===== config.mk =====
export PLATFORM = sky130hd
export DESIGN_NAME = adc_spi_reader
export DESIGN_NICKNAME = d
export VERILOG_FILES = /design/src/rtl/adc_spi_reader_pkg.sv /design/src/rtl/adc_spi_reader_sync.sv /design/src/rtl/adc_spi_reader.sv
export SDC_FILE = /design/constraint.sdc
export NUM_CORES = 1
export LEC_CHECK = 0
export ABC_CLOCK_PERIOD_IN_PS = 2000
export BUFFER_PORTS_ARGS = -buffer_cell sky130_fd_sc_hd__buf_2
export CAP_MARGIN = 10
export CORE_MARGIN = 2
export CORE_UTILIZATION = 56
export CTS_BUF_LIST = sky130_fd_sc_hd__clkbuf_8
export DETAILED_ROUTE_END_ITERATION = 8
export PLACE_DENSITY_LB_ADDON = 0.12
export SLEW_MARGIN = 20
export SYNTH_ARGS = -nofsm -noshare
export SYNTH_HDL_FRONTEND = slang
export SYNTH_SLANG_ARGS = --single-unit

===== constraint.sdc =====
create_clock -name clk -period 2 [get_ports clk]
set_input_delay 0.3 -clock clk [delete_from_list [all_inputs] [get_ports clk]]
set_output_delay 0.3 -clock clk [all_outputs]
set_load 0.005 [all_outputs]

===== src/rtl/adc_spi_reader_pkg.sv =====
// Shared types and frame-geometry helpers for the ADC SPI reader.
package adc_spi_reader_pkg;

  typedef enum logic [1:0] {IDLE, SETUP, SHIFT, HOLD} state_t;

  function automatic int frame_bits(input int width);
    return width + 3;
  endfunction

  // Clocks from the start tick to the adc_valid pulse.
  function automatic int frame_latency(input int width, input int clk_div);
    return clk_div * (2 * frame_bits(width) + 2) + 1;
  endfunction

  localparam int ADC_WIDTH_DEFAULT = 10;
  localparam int FRAME_BITS        = frame_bits(ADC_WIDTH_DEFAULT);
  localparam int NULL_BIT_IDX      = 2;

endpackage


===== src/rtl/adc_spi_reader_sync.sv =====
// Two-stage synchroniser for asynchronous inputs; cleared to 0 by aclr.
module sync_ff #(
  parameter int WIDTH = 1
) (
  input  logic             clk,
  input  logic             aclr,
  input  logic [WIDTH-1:0] d,
  output logic [WIDTH-1:0] q
);

  logic [WIDTH-1:0] meta;

  always_ff @(posedge clk or posedge aclr) begin
    if (aclr) begin
      meta <= '0;
      q    <= '0;
    end else begin
      meta <= d;
      q    <= meta;
    end
  end

endmodule


===== src/rtl/adc_spi_reader.sv =====
// SPI mode-0 master for an MCP3001-style ADC: periodic conversion, null-bit
// checking, one-cycle adc_valid per frame and a sticky fault after repeated errors.
module adc_spi_reader #(
  parameter int ADC_WIDTH = 10,
  parameter int CLK_DIV   = 8,
  parameter int PERIOD    = 7600,
  parameter int ERR_LIMIT = 4
) (
  input  logic                 clk,
  input  logic                 aclr,
  input  logic                 sclr,
  input  logic                 ena,
  output logic                 spi_cs_n,
  output logic                 spi_sck,
  input  logic                 spi_miso,
  output logic [ADC_WIDTH-1:0] adc,
  output logic                 adc_valid,
  output logic                 adc_err,
  output logic                 adc_fault
);

  import adc_spi_reader_pkg::*;

  localparam int FBITS = frame_bits(ADC_WIDTH);
  localparam int TW    = $clog2(PERIOD);
  localparam int BW    = $clog2(FBITS);
  localparam int DW    = 8;
  localparam int EW    = 4;

  logic                 miso_s;
  logic [TW-1:0]        timer;
  logic                 tick;

  state_t               state, state_n;
  logic [DW-1:0]        div_cnt, div_n;
  logic [BW-1:0]        bit_idx, bit_n;
  logic                 phase, phase_n;
  logic [ADC_WIDTH-1:0] shreg, sh_n;
  logic                 null_q, null_n;
  logic                 cs_n_n, sck_n;
  logic                 done;
  logic                 last_div;
  logic [EW-1:0]        err_cnt;

  sync_ff #(.WIDTH(1)) u_sync (
    .clk  (clk),
    .aclr (aclr),
    .d    (spi_miso),
    .q    (miso_s)
  );

  // tick is registered so the count-0 cycle right after a clear does not
  // fire; the first frame after reset starts one full PERIOD later.
  always_ff @(posedge clk or posedge aclr) begin
    if (aclr) begin
      timer <= '0;
      tick  <= 1'b0;
    end else if (sclr) begin
      timer <= '0;
      tick  <= 1'b0;
    end else begin
      tick  <= (timer == TW'(PERIOD - 1));
      timer <= (timer == TW'(PERIOD - 1)) ? '0 : timer + TW'(1);
    end
  end

  always_ff @(posedge clk or posedge aclr) begin
    if (aclr) begin
      state    <= IDLE;
      div_cnt  <= '0;
      bit_idx  <= '0;
      phase    <= 1'b0;
      shreg    <= '0;
      null_q   <= 1'b0;
      spi_cs_n <= 1'b1;
      spi_sck  <= 1'b0;
    end else if (sclr) begin
      state    <= IDLE;
      div_cnt  <= '0;
      bit_idx  <= '0;
      phase    <= 1'b0;
      shreg    <= '0;
      null_q   <= 1'b0;
      spi_cs_n <= 1'b1;
      spi_sck  <= 1'b0;
    end else begin
      state    <= state_n;
      div_cnt  <= div_n;
      bit_idx  <= bit_n;
      phase    <= phase_n;
      shreg    <= sh_n;
      null_q   <= null_n;
      spi_cs_n <= cs_n_n;
      spi_sck  <= sck_n;
    end
  end

  assign last_div = (div_cnt == DW'(CLK_DIV - 1));

  always_comb begin
    state_n = state;
    div_n   = div_cnt;
    bit_n   = bit_idx;
    phase_n = phase;
    sh_n    = shreg;
    null_n  = null_q;
    done    = 1'b0;
    case (state)
      IDLE: begin
        div_n   = '0;
        bit_n   = '0;
        phase_n = 1'b0;
        sh_n    = '0;
        null_n  = 1'b0;
        if (tick && ena) state_n = SETUP;
      end
      SETUP: begin
        if (last_div) begin
          div_n   = '0;
          state_n = SHIFT;
        end else begin
          div_n = div_cnt + DW'(1);
        end
      end
      SHIFT: begin
        if (!last_div) begin
          div_n = div_cnt + DW'(1);
        end else begin
          div_n = '0;
          if (!phase) begin
            phase_n = 1'b1;
          end else begin
            // Last clk of the high half: sample, then drop SCK.
            phase_n = 1'b0;
            if (bit_idx == BW'(NULL_BIT_IDX))
              null_n = miso_s;
            else if (bit_idx > BW'(NULL_BIT_IDX))
              sh_n = {shreg[ADC_WIDTH-2:0], miso_s};
            if (bit_idx == BW'(FBITS - 1))
              state_n = HOLD;
            else
              bit_n = bit_idx + BW'(1);
          end
        end
      end
      HOLD: begin
        if (last_div) begin
          div_n   = '0;
          state_n = IDLE;
          done    = 1'b1;
        end else begin
          div_n = div_cnt + DW'(1);
        end
      end
      default: state_n = IDLE;
    endcase
    cs_n_n = (state_n == IDLE);
    sck_n  = (state_n == SHIFT) && phase_n;
  end

  always_ff @(posedge clk or posedge aclr) begin
    if (aclr) begin
      adc       <= '0;
      adc_valid <= 1'b0;
      adc_err   <= 1'b0;
      adc_fault <= 1'b0;
      err_cnt   <= '0;
    end else if (sclr) begin
      adc       <= '0;
      adc_valid <= 1'b0;
      adc_err   <= 1'b0;
      adc_fault <= 1'b0;
      err_cnt   <= '0;
    end else begin
      adc_valid <= done;
      if (done) begin
        adc     <= shreg;
        adc_err <= null_q;
        if (null_q) begin
          if (err_cnt != EW'(ERR_LIMIT)) err_cnt <= err_cnt + EW'(1);
          if (err_cnt >= EW'(ERR_LIMIT - 1)) adc_fault <= 1'b1;
        end else begin
          err_cnt <= '0;
        end
      end
    end
  end

  tick_outside_idle: assert property (@(posedge clk) disable iff (aclr || sclr)
    !(tick && state != IDLE));

endmodule


==> flow_metrics.env, run 1 <==
export IMPL_min_period_ns=1.90
export IMPL_drv_cap=0
export IMPL_required_ns=2.22
export IMPL_rsz0062_at_grt="no"
export IMPL_critPathKind="flop to flop"
export IMPL_ys_seq_area_share_pct=52.8
export IMPL_netSwitchingFraction_pct=19.8
export IMPL_fin_crit_sh_pct=95.0
export IMPL_rrSetupSlack_ns=0.10
export IMPL_vias=2193
export IMPL_fin_util_pct=68.5
export IMPL_synth_top_cell_by_area="dfrtp_1"
export IMPL_synth_compound_area_share_pct=10.9
export IMPL_tritoncts="yes"
export IMPL_p_leak_uw=0.00148
export IMPL_io_pins=20
export IMPL_r2r_cells=4
export IMPL_vdd_drop_max_mv=0.390
export IMPL_clk_pin_slew_worst_paths_ns=0.07
export IMPL_detail_route_antenna_nets=0
export IMPL_maxSlewViolCount=0
export IMPL_synth_cell_types=42
export IMPL_worst_slack_ns=0.101
export IMPL_comb_power_share_pct=2.3
export IMPL_layout_drive_gt1_share_pct=19.3
export IMPL_drcViolationCount=0
export IMPL_grt_pass1_wl_um=9050
export IMPL_synthAdderAreaFrac_pct=3.03
export IMPL_critPathArrivalTime_ns=2.12
export IMPL_vias_per_cell=5.39
export IMPL_hold_path_class="input port to async pin"
export IMPL_synthTopCellsByArea="dfrtp_1 (52%), nand2_1 (5.7%), nor2_1 (4.0%), xnor2_1 (3.6%), nand3_1 (3.1%)"
export IMPL_nNetsFinal=344
export IMPL_cp_max_fo=7
export IMPL_core_area_um2=5040
export IMPL_totalWireLength_um=5400
export IMPL_synth_top_family_by_area="simple AND/OR/NAND/NOR gates"
export IMPL_power_frac_clock_pct=50.5
export IMPL_die_height_um=75.9
export IMPL_worst_pin_slew_ns=0.474
export IMPL_powerDensity_nw_per_um2=764
export IMPL_first_pass_iters=4
export IMPL_area_delta_synth_final_pct=19.4
export IMPL_r2r_start="div_cnt[7]"
export IMPL_clock_fmax_mhz=527
export IMPL_switching_power_uw=523
export IMPL_post_place_ws_ns=0.00345
export IMPL_max_slew_margin_rel_pct=68.3
export IMPL_gp_congestion=0.918
export IMPL_nFillCells=399
export IMPL_ys_ff_latch=61
export IMPL_grt_pass1_vias=1988
export IMPL_clockBufferDepth=2
export IMPL_yosysTopAreaCellShare_pct=51.9
export IMPL_ctsHoldBuffers=0
export IMPL_yosys_most_used_dff="dfrtp_1"
export IMPL_initial_core_util_pct=57.4
export IMPL_synthMuxAreaShare_pct=0.346
export IMPL_setup_tns_ns=0
export IMPL_io_buffers=19
export IMPL_cts_buffers_inserted=9
export IMPL_grt_ovfl_total=0
export IMPL_synthArstFlopShare_pct=100
export IMPL_netlist_instances=296
export IMPL_dieArea_um2=5760
export IMPL_avgSynthCellArea_um2=9.78
export IMPL_grt_max_degree=62
export IMPL_syn_num_nets=308
export IMPL_start_kind="flop"
export IMPL_root_buffer="clkbuf_8"
export IMPL_dr_first_iter_drc_count=122
export IMPL_num_rows=26
export IMPL_hold_viol_final=0
export IMPL_r2r_end="shreg[0]"
export IMPL_crit_path_end_kind="flop"
export IMPL_synth_edf_count=0
export IMPL_grt_usage_pct=21.0
export IMPL_status="finished clean"
export IMPL_synthSimpleGateAreaFrac_pct=24.1
export IMPL_synth_xor_area_share_pct=5.45
export IMPL_syn_area_um2=2890
export IMPL_antenna_found_initial=0
export IMPL_routedWlPerCell_um=13.3
export IMPL_n_antenna_cell=0
export IMPL_cts_sinks=61
export IMPL_hpwl_um=3800
export IMPL_fp_dieW_um=75.9
export IMPL_ys_warnings_count=0
export IMPL_htreeDepth=3
export IMPL_finalSetupViolations=0
export IMPL_clock_skew_ns=0.00692
export IMPL_clock_latency_ns=0.33
export IMPL_seqPwrFrac_pct=47.2
export IMPL_p_int_uw=2120
==> Yosys cell counts, drive strengths merged (8+ instances only) <==
master	instances
dfrtp	60
nand2	44
nor2	31
nand3	18
a21oi	15
inv	12
xnor2	12
clkbuf	10
a22o	8
nor4	8
==> worst max-delay path: stages, from the launching register on <==
cell	delay, ns
dfrtp_1	0.39
or4b_4	0.57
a2111oi_4	0.37
nor2_1	0.19
a22o_1	0.26
==> cell families after synthesis <==
family | Yosys count
xor+xnor | 18
flops | 61
simple gates | 139
compound gates | 46
fa+ha+maj | 7
mux | 1
buf+inv | 24
==> per-stage QoR <==
| step | hold WS (ns) | total power, µW | instances | cell area (µm²) |
|---|---|---|---|---|
| floorplan | 0.331 | 1310 | 296 | 2900 |
| global placement | 0.339 | 1330 | 390 | 3180 |
| detailed placement | 0.341 | 1330 | 390 | 3180 |
| CTS | 0.0178 | 2670 | 406 | 3430 |
| global route | 0.0355 | 2730 | 407 | 3450 |
| finish | 0.0149 | 2640 | 407 | 3450 |
==> worst max path at each step <==
stage | start | endpoint | slack (ns) | depth (start not counted)
floorplan | div_cnt[7] | err_cnt[3] | 0.007 | 5
global placement | div_cnt[7] | shreg[3] | 0.06 | 4
detailed placement | div_cnt[7] | shreg[0] | 0.003 | 4
CTS | div_cnt[7] | bit_idx[1] | 0.02 | 4
global route | div_cnt[7] | err_cnt[3] | 0.02 | 4
finish | div_cnt[7] | shreg[0] | 0.10 | 4
==> placed cells by master, fill, tap and decap left out, drive strengths merged, types with 5 or more instances in the layout <==
| cell | instances |
|---|---|
| a21oi | 15 |
| nand2 | 44 |
| a31oi | 6 |
| o21ai | 7 |
| nor4 | 8 |
| ha | 7 |
| dfrtp | 60 |
| nor2 | 31 |
| and3 | 6 |
| xor2 | 6 |
| buf | 37 |
| nor3 | 5 |
| nand3 | 18 |
| a22o | 8 |
| nand4 | 7 |
| xnor2 | 12 |
| inv | 12 |
| clkbuf | 10 |
| or3 | 5 |
==> layer usage <==
metal | wire length [µm] | GRT usage (%) | vias up | share of wire (%)
li1 | - | - | 1106 | -
met1 | 2540 | 27.2 | 1038 | 47
met2 | 2580 | 33.6 | 37 | 48
met3 | 160 | 4.37 | 12 | 3.0
met4 | 112 | 9.94 | 0 | 2.1
met5 | 0 | 0 | - | 0
==> power by group through the flow <==
| stage | Combinational [µW] | Sequential [µW] | Clock, µW |
|---|---|---|---|
| 3_3_place_gp | 61.0 | 1270 | 0 |
| 4_1_cts | 62.3 | 1250 | 1360 |
| 5_1_grt | 70.1 | 1250 | 1420 |
| 2_1_floorplan | 38.0 | 1270 | 0 |
| 6_report | 59.8 | 1250 | 1330 |
| 3_5_place_dp | 62.1 | 1270 | 0 |
==> repair_timing <==
item                                    in CTS  in global routing
endpoints found under the setup margin       1                  6
resized for setup                            1                  3
buffers inserted                             0                  1
pin swaps                                    0                  1
gates cloned                                 0                  0
==> area by class of cell <==
cell class / count / area (µm²) / share of cell area (%)
flip-flops and latches: 61 / 1530 / 44.2
multi-input cells: 211 / 1290 / 37.4
repair buffers: 37 / 255 / 7.39
clock buffers: 10 / 138 / 3.98
clock inverters: 6 / 110 / 3.19
well taps: 70 / 87.6 / 2.54
inverters: 12 / 45.0 / 1.30
==> state kept, by name, summed over array words and instances (netlist names), 2 cells and up <==
register	flops
err_cnt	4
timer	13
adc	10
div_cnt	8
state	2
shreg	10
bit_idx	4
Power figures use the tool's default switching activity.
==> run 2, diff against run 1 <==
RECOVER_POWER = 100   (was unset)
==> flow_metrics.env, run 2 (synthesis gave the netlist of run 1 again) <==
export IMPL_status="finished clean"
export IMPL_initial_core_util_pct=57.4
export IMPL_num_rows=26
export IMPL_critPathArrivalTime_ns=2.11
export IMPL_io_pins=20
export IMPL_antenna_found_initial=0
export IMPL_grt_usage_pct=21.0
export IMPL_crit_path_end="bit_idx[1]"
export IMPL_p_leak_uw=0.00142
export IMPL_hold_path_class="input port to flop"
export IMPL_hold_depth=1
export IMPL_r2r_cells=4
export IMPL_io_buffers=19
export IMPL_fin_util_pct=67.4
export IMPL_vdd_drop_max_mv=0.380
export IMPL_htreeDepth=3
export IMPL_area_delta_synth_final_pct=17.4
export IMPL_clk_pin_slew_worst_paths_ns=0.07
export IMPL_grt_ovfl_total=0
export IMPL_rrSetupSlack_ns=0.11
export IMPL_totalWireLength_um=5410
export IMPL_min_period_ns=1.89
export IMPL_n_antenna_cell=0
export IMPL_final_cell_mix="dfrtp_1 (60), nand2_1 (44), nor2_1 (31), nand3_1 (18)"
export IMPL_worst_pin_slew_ns=1.45
export IMPL_max_slew_margin_rel_pct=3.20
export IMPL_dp_cells=390
export IMPL_grt_pass1_wl_um=9050
export IMPL_first_pass_iters=4
export IMPL_ctsHoldBuffers=0
export IMPL_critPathKind="flop to flop"
export IMPL_final_common_cell="dfrtp_1"
export IMPL_setup_tns_ns=0
export IMPL_regMostFlops="timer"
export IMPL_nNetsFinal=344
export IMPL_final_cells=407
export IMPL_max_stage_delay_ns=0.57
export IMPL_path_cells="or4b_4 > or2_4 > or3_4 > and3_1"
export IMPL_powerDensity_nw_per_um2=775
export IMPL_drcViolationCount=0
export IMPL_largestRegisters="timer: 13 flops, adc: 10 flops, shreg: 10 flops"
export IMPL_grt_pass1_vias=1988
export IMPL_start_kind="flop"
export IMPL_seqPwrFrac_pct=47.3
export IMPL_post_place_ws_ns=0.00345
export IMPL_worstSetupStartpoint="div_cnt[7]"
export IMPL_crit_path_end_kind="flop"
export IMPL_required_ns=2.22
export IMPL_root_buffer="clkbuf_8"
export IMPL_cp_max_fo=8
export IMPL_netSwitchingFraction_pct=19.8
export IMPL_cts_buffers_inserted=9
export IMPL_r2r_end="bit_idx[1]"
export IMPL_vias_per_cell=5.45
export IMPL_finalSetupViolations=0
export IMPL_core_area_um2=5040
export IMPL_routedWlPerCell_um=13.3
export IMPL_nFillCells=415
export IMPL_slowest_stage="or4b_4"
export IMPL_largest_register_ffs=13
export IMPL_rsz0062_at_grt="no"
export IMPL_maxSlewViolCount=0
export IMPL_hpwl_um=3800
export IMPL_layout_drive_gt1_share_pct=14.5
export IMPL_gp_congestion=0.918
export IMPL_worst_slack_ns=0.107
export IMPL_clock_skew_ns=0.00760
export IMPL_detail_route_antenna_nets=0
export IMPL_r2r_start="div_cnt[7]"
export IMPL_clock_latency_ns=0.33
export IMPL_drv_cap=0
export IMPL_switching_power_uw=522
export IMPL_clockBufferDepth=2
export IMPL_tritoncts="yes"
export IMPL_dr_first_iter_drc_count=100
export IMPL_clock_fmax_mhz=528
export IMPL_die_height_um=75.9
export IMPL_p_int_uw=2110
export IMPL_power_frac_clock_pct=50.6
export IMPL_grt_max_degree=62
export IMPL_vias=2218
export IMPL_comb_power_share_pct=2.1
export IMPL_cts_sinks=61
export IMPL_hold_viol_final=0
export IMPL_fp_dieW_um=75.9
export IMPL_dieArea_um2=5760
export IMPL_fin_crit_sh_pct=94.6
run 2: repair_timing:
action / CTS / global route
setup endpoints to repair: 1 / 6
resized for setup: 1 / 3
pin swaps: 0 / 1
buffers inserted: 0 / 1
cloned: 0 / 0
run 2: per-layer routing:
layer  global-route usage, %  share of wire, %  vias up
li1                        -                 -     1114
met1                    27.2                46     1045
met2                    33.6                48       45
met3                    4.37               3.6       14
met4                    9.94               2.8        0
met5                       0                 0        -
run 2: worst min-delay path by stage:
stage	endpoint	from
finish	u_sync.meta	spi_miso
global route	u_sync.meta	spi_miso
CTS	shreg[2]	aclr
detailed placement	u_sync.q	u_sync.meta
global placement	u_sync.q	u_sync.meta
floorplan	u_sync.q	u_sync.meta
run 2: layout make-up:
class	count	area, µm²	area share [%]
clock buffer	10	138	4.05
multi-input combinational	211	1280	37.7
timing repair buffer	37	209	6.15
tap	70	87.6	2.58
clock inverter	6	110	3.24
inverter	12	45.0	1.33
sequential	61	1530	45.0
run 2: worst max-delay path: cells and delay by family, from the launching register on:
kind | cells | cell delay [ns]
simple gates | 4 | 1.39
flops | 1 | 0.39
run 2: power groups by stage:
stage          combinational, µW  clock [µW]  sequential [µW]
2_1_floorplan               38.0           0             1270
3_3_place_gp                61.0           0             1270
3_5_place_dp                62.1           0             1270
4_1_cts                     62.3        1360             1250
5_1_grt                     65.0        1420             1250
6_report                    54.8        1330             1250
run 2: metrics by stage:
stage,hold WS [ns],instance area (µm²),total power [µW]
5_1_grt,0.0508,3400,2730
3_3_place_gp,0.339,3180,1330
2_1_floorplan,0.331,2900,1310
3_5_place_dp,0.341,3180,1330
4_1_cts,0.0178,3430,2670
6_report,0.0666,3400,2630
==> run 3, diff against run 2 <==
ABC_AREA = 1   (was unset)
CORE_MARGIN = unset   (was 2)
==> flow_metrics.env, run 3 <==
export IMPL_status="finished clean"
export IMPL_syn_num_nets=381
export IMPL_required_ns=2.22
export IMPL_r2r_end="bit_idx[3]"
export IMPL_rrSetupSlack_ns=0.22
export IMPL_wl_met1_um=2930
export IMPL_wl_met2_um=2760
export IMPL_cts_sinks=61
export IMPL_dp_cells=452
export IMPL_dieArea_um2=5760
export IMPL_first_pass_iters=4
export IMPL_root_buffer="clkbuf_8"
export IMPL_die_height_um=75.9
export IMPL_drcViolationCount=0
export IMPL_final_cell_mix="nand2_1 (103), dfrtp_1 (60), nor2_1 (51), nand3_1 (33), inv_1 (25)"
export IMPL_ys_warnings_count=0
export IMPL_grt_max_degree=41
export IMPL_hpwl_um=4120
export IMPL_setup_tns_ns=0
export IMPL_r2r_start="div_cnt[0]"
export IMPL_regMostFlops="timer"
export IMPL_io_pins=20
export IMPL_synthArstFlopShare_pct=100
export IMPL_nFillCells=431
export IMPL_clockBufferDepth=2
export IMPL_min_period_ns=1.78
export IMPL_initial_core_util_pct=59.2
export IMPL_synth_top_cell_by_area="dfrtp_1"
export IMPL_detail_route_antenna_nets=0
export IMPL_critPathKind="flop to flop"
export IMPL_worst_pin_slew_ns=0.889
export IMPL_vias_per_cell=5.20
export IMPL_io_buffers=19
export IMPL_largestRegisters="timer: 13 flops, adc: 10 flops, shreg: 10 flops"
export IMPL_ys_ff_latch=61
export IMPL_grt_ovfl_total=0
export IMPL_route_met3_wl_um=180
export IMPL_fp_dieW_um=75.9
export IMPL_hp_start="spi_miso"
export IMPL_gp_congestion=0.808
export IMPL_powerDensity_nw_per_um2=801
export IMPL_avgSynthCellArea_um2=8.29
export IMPL_n_antenna_cell=0
export IMPL_finalSetupViolations=0
export IMPL_clock_latency_ns=0.35
export IMPL_cts_buffers_inserted=9
export IMPL_area_delta_synth_final_pct=13.8
export IMPL_totalWireLength_um=5960
export IMPL_synthTopCellsByCount="nand2_1 (101), dfrtp_1 (60), nor2_1 (51), nand3_1 (33), inv_1 (25)"
export IMPL_largest_register_ffs=13
export IMPL_start_kind="flop"
export IMPL_grt_pass1_wl_um=10700
export IMPL_drv_cap=0
export IMPL_ys_seq_area_share_pct=49.9
export IMPL_dr_first_iter_drc_count=174
export IMPL_grt_usage_pct=23.6
export IMPL_hold_path_class="input port to flop"
export IMPL_num_rows=26
export IMPL_clock_skew_ns=0.00983
export IMPL_yosysMostFrequentCell="nand2_1"
export IMPL_crit_path_end_kind="flop"
export IMPL_ctsHoldBuffers=1
export IMPL_synthTopCellsByArea="dfrtp_1 (49%), nand2_1 (12%), nor2_1 (6.3%), nand3_1 (5.4%), nand4_1 (3.7%)"
export IMPL_syn_area_um2=3060
export IMPL_fin_util_pct=67.3
export IMPL_clk_pin_slew_worst_paths_ns=0.07
export IMPL_r2r_cells=10
export IMPL_crit_path_end="bit_idx[3]"
export IMPL_clock_fmax_mhz=563
export IMPL_netlist_instances=369
export IMPL_htreeDepth=3
export IMPL_top_layer="met4"
export IMPL_maxSlewViolCount=0
export IMPL_worstSetupStartpoint="div_cnt[0]"
export IMPL_rsz0062_at_grt="no"
export IMPL_hold_viol_final=0
export IMPL_yosys_most_used_dff="dfrtp_1"
export IMPL_vias=2441
export IMPL_synth_cell_types=33
export IMPL_fin_crit_sh_pct=88.8
export IMPL_vdd_drop_max_mv=0.470
export IMPL_cts_setup_buffers=0
export IMPL_p_leak_uw=0.00173
export IMPL_core_area_um2=5170
export IMPL_nNetsFinal=406
export IMPL_max_slew_margin_rel_pct=40.7
export IMPL_antenna_found_initial=0
export IMPL_grt_pass1_vias=2427
export IMPL_final_cells=469
export IMPL_final_common_cell="nand2_1"
export IMPL_synth_edf_count=0
export IMPL_yosysTopAreaCellShare_pct=49.1
export IMPL_routedWlPerCell_um=12.7
export IMPL_cts_resized_gates=0
export IMPL_tritoncts="yes"
export IMPL_layout_drive_gt1_share_pct=14.0
export IMPL_cp_max_fo=14
export IMPL_critPathArrivalTime_ns=2.00
==> run 3: cell count changes after synthesis, sizes merged, moves of 9 or more <==
cell / delta
clkbuf: -9
nor2: +24
inv: +18
nand2: +65
nand3: +16
xnor2: -10
nand4: +11
==> run 3: through the flow <==
step / total power, µW / setup WS, ns / instance area (µm²) / hold slack [ns]
floorplan: 1310 / 0.189 / 3060 / 0.331
global placement: 1340 / 0.376 / 3220 / 0.339
detailed placement: 1340 / 0.347 / 3220 / 0.337
CTS: 2810 / 0.323 / 3500 / 0.0508
global route: 2880 / 0.0382 / 3480 / 0.0416
finish: 2790 / 0.223 / 3480 / 0.0607
==> run 3: final cells by class <==
type,instances,area (µm²),share of cell area (%)
well taps,70,87.6,2.52
clock inverters,7,146,4.20
repair buffers,24,144,4.13
flip-flops and latches,61,1530,43.9
multi-input cells,268,1340,38.4
clock buffers,9,124,3.56
inverters,30,115,3.31
==> run 3: worst max-delay path: stages (launching register included) <==
cell and delay, ns:
dfrtp_1 0.39, ha_1 0.21, nand2_1 0.09, inv_2 0.09, nand2_2 0.09, nor2_8 0.14
nand2_1 0.08, nand2_2 0.23, nand2_2 0.17, nand2_1 0.08, o21ai_0 0.08
==> run 3: worst min path at each step <==
| stage | to | depth (start not counted) | slack, ns |
|---|---|---|---|
| 4_1_cts | u_sync.meta | 1 | 0.05 |
| 6_report | u_sync.meta | 1 | 0.06 |
| 3_3_place_gp | u_sync.q | 0 | 0.34 |
| 3_5_place_dp | u_sync.q | 0 | 0.34 |
| 5_1_grt | u_sync.meta | 1 | 0.04 |
| 2_1_floorplan | u_sync.q | 0 | 0.33 |
==> run 3: kinds of logic after synthesis <==
logic type	after synthesis	share of synthesized area (%)
flip-flops	61	49.9
AO/OA/AOI/OAI	25	4.62
buffers and inverters	40	6.05
XOR/XNOR	7	2.00
AND/OR/NAND/NOR	229	34.5
adder cells (fa/ha/maj)	7	2.86
==> run 3: power by group <==
group          leakage, µW  internal, µW  switching (µW)
Combinational     0.000752          15.9            50.3
Sequential        0.000842          1240            5.33
Clock             0.000134           962             517
==> run 3: layer usage <==
| layer | vias to the layer above | GRT usage, % |
|---|---|---|
| met5 | - | 0 |
| met4 | 0 | 10.4 |
| met3 | 8 | 5.90 |
| met2 | 38 | 37.1 |
| met1 | 1146 | 31.1 |
| li1 | 1249 | - |
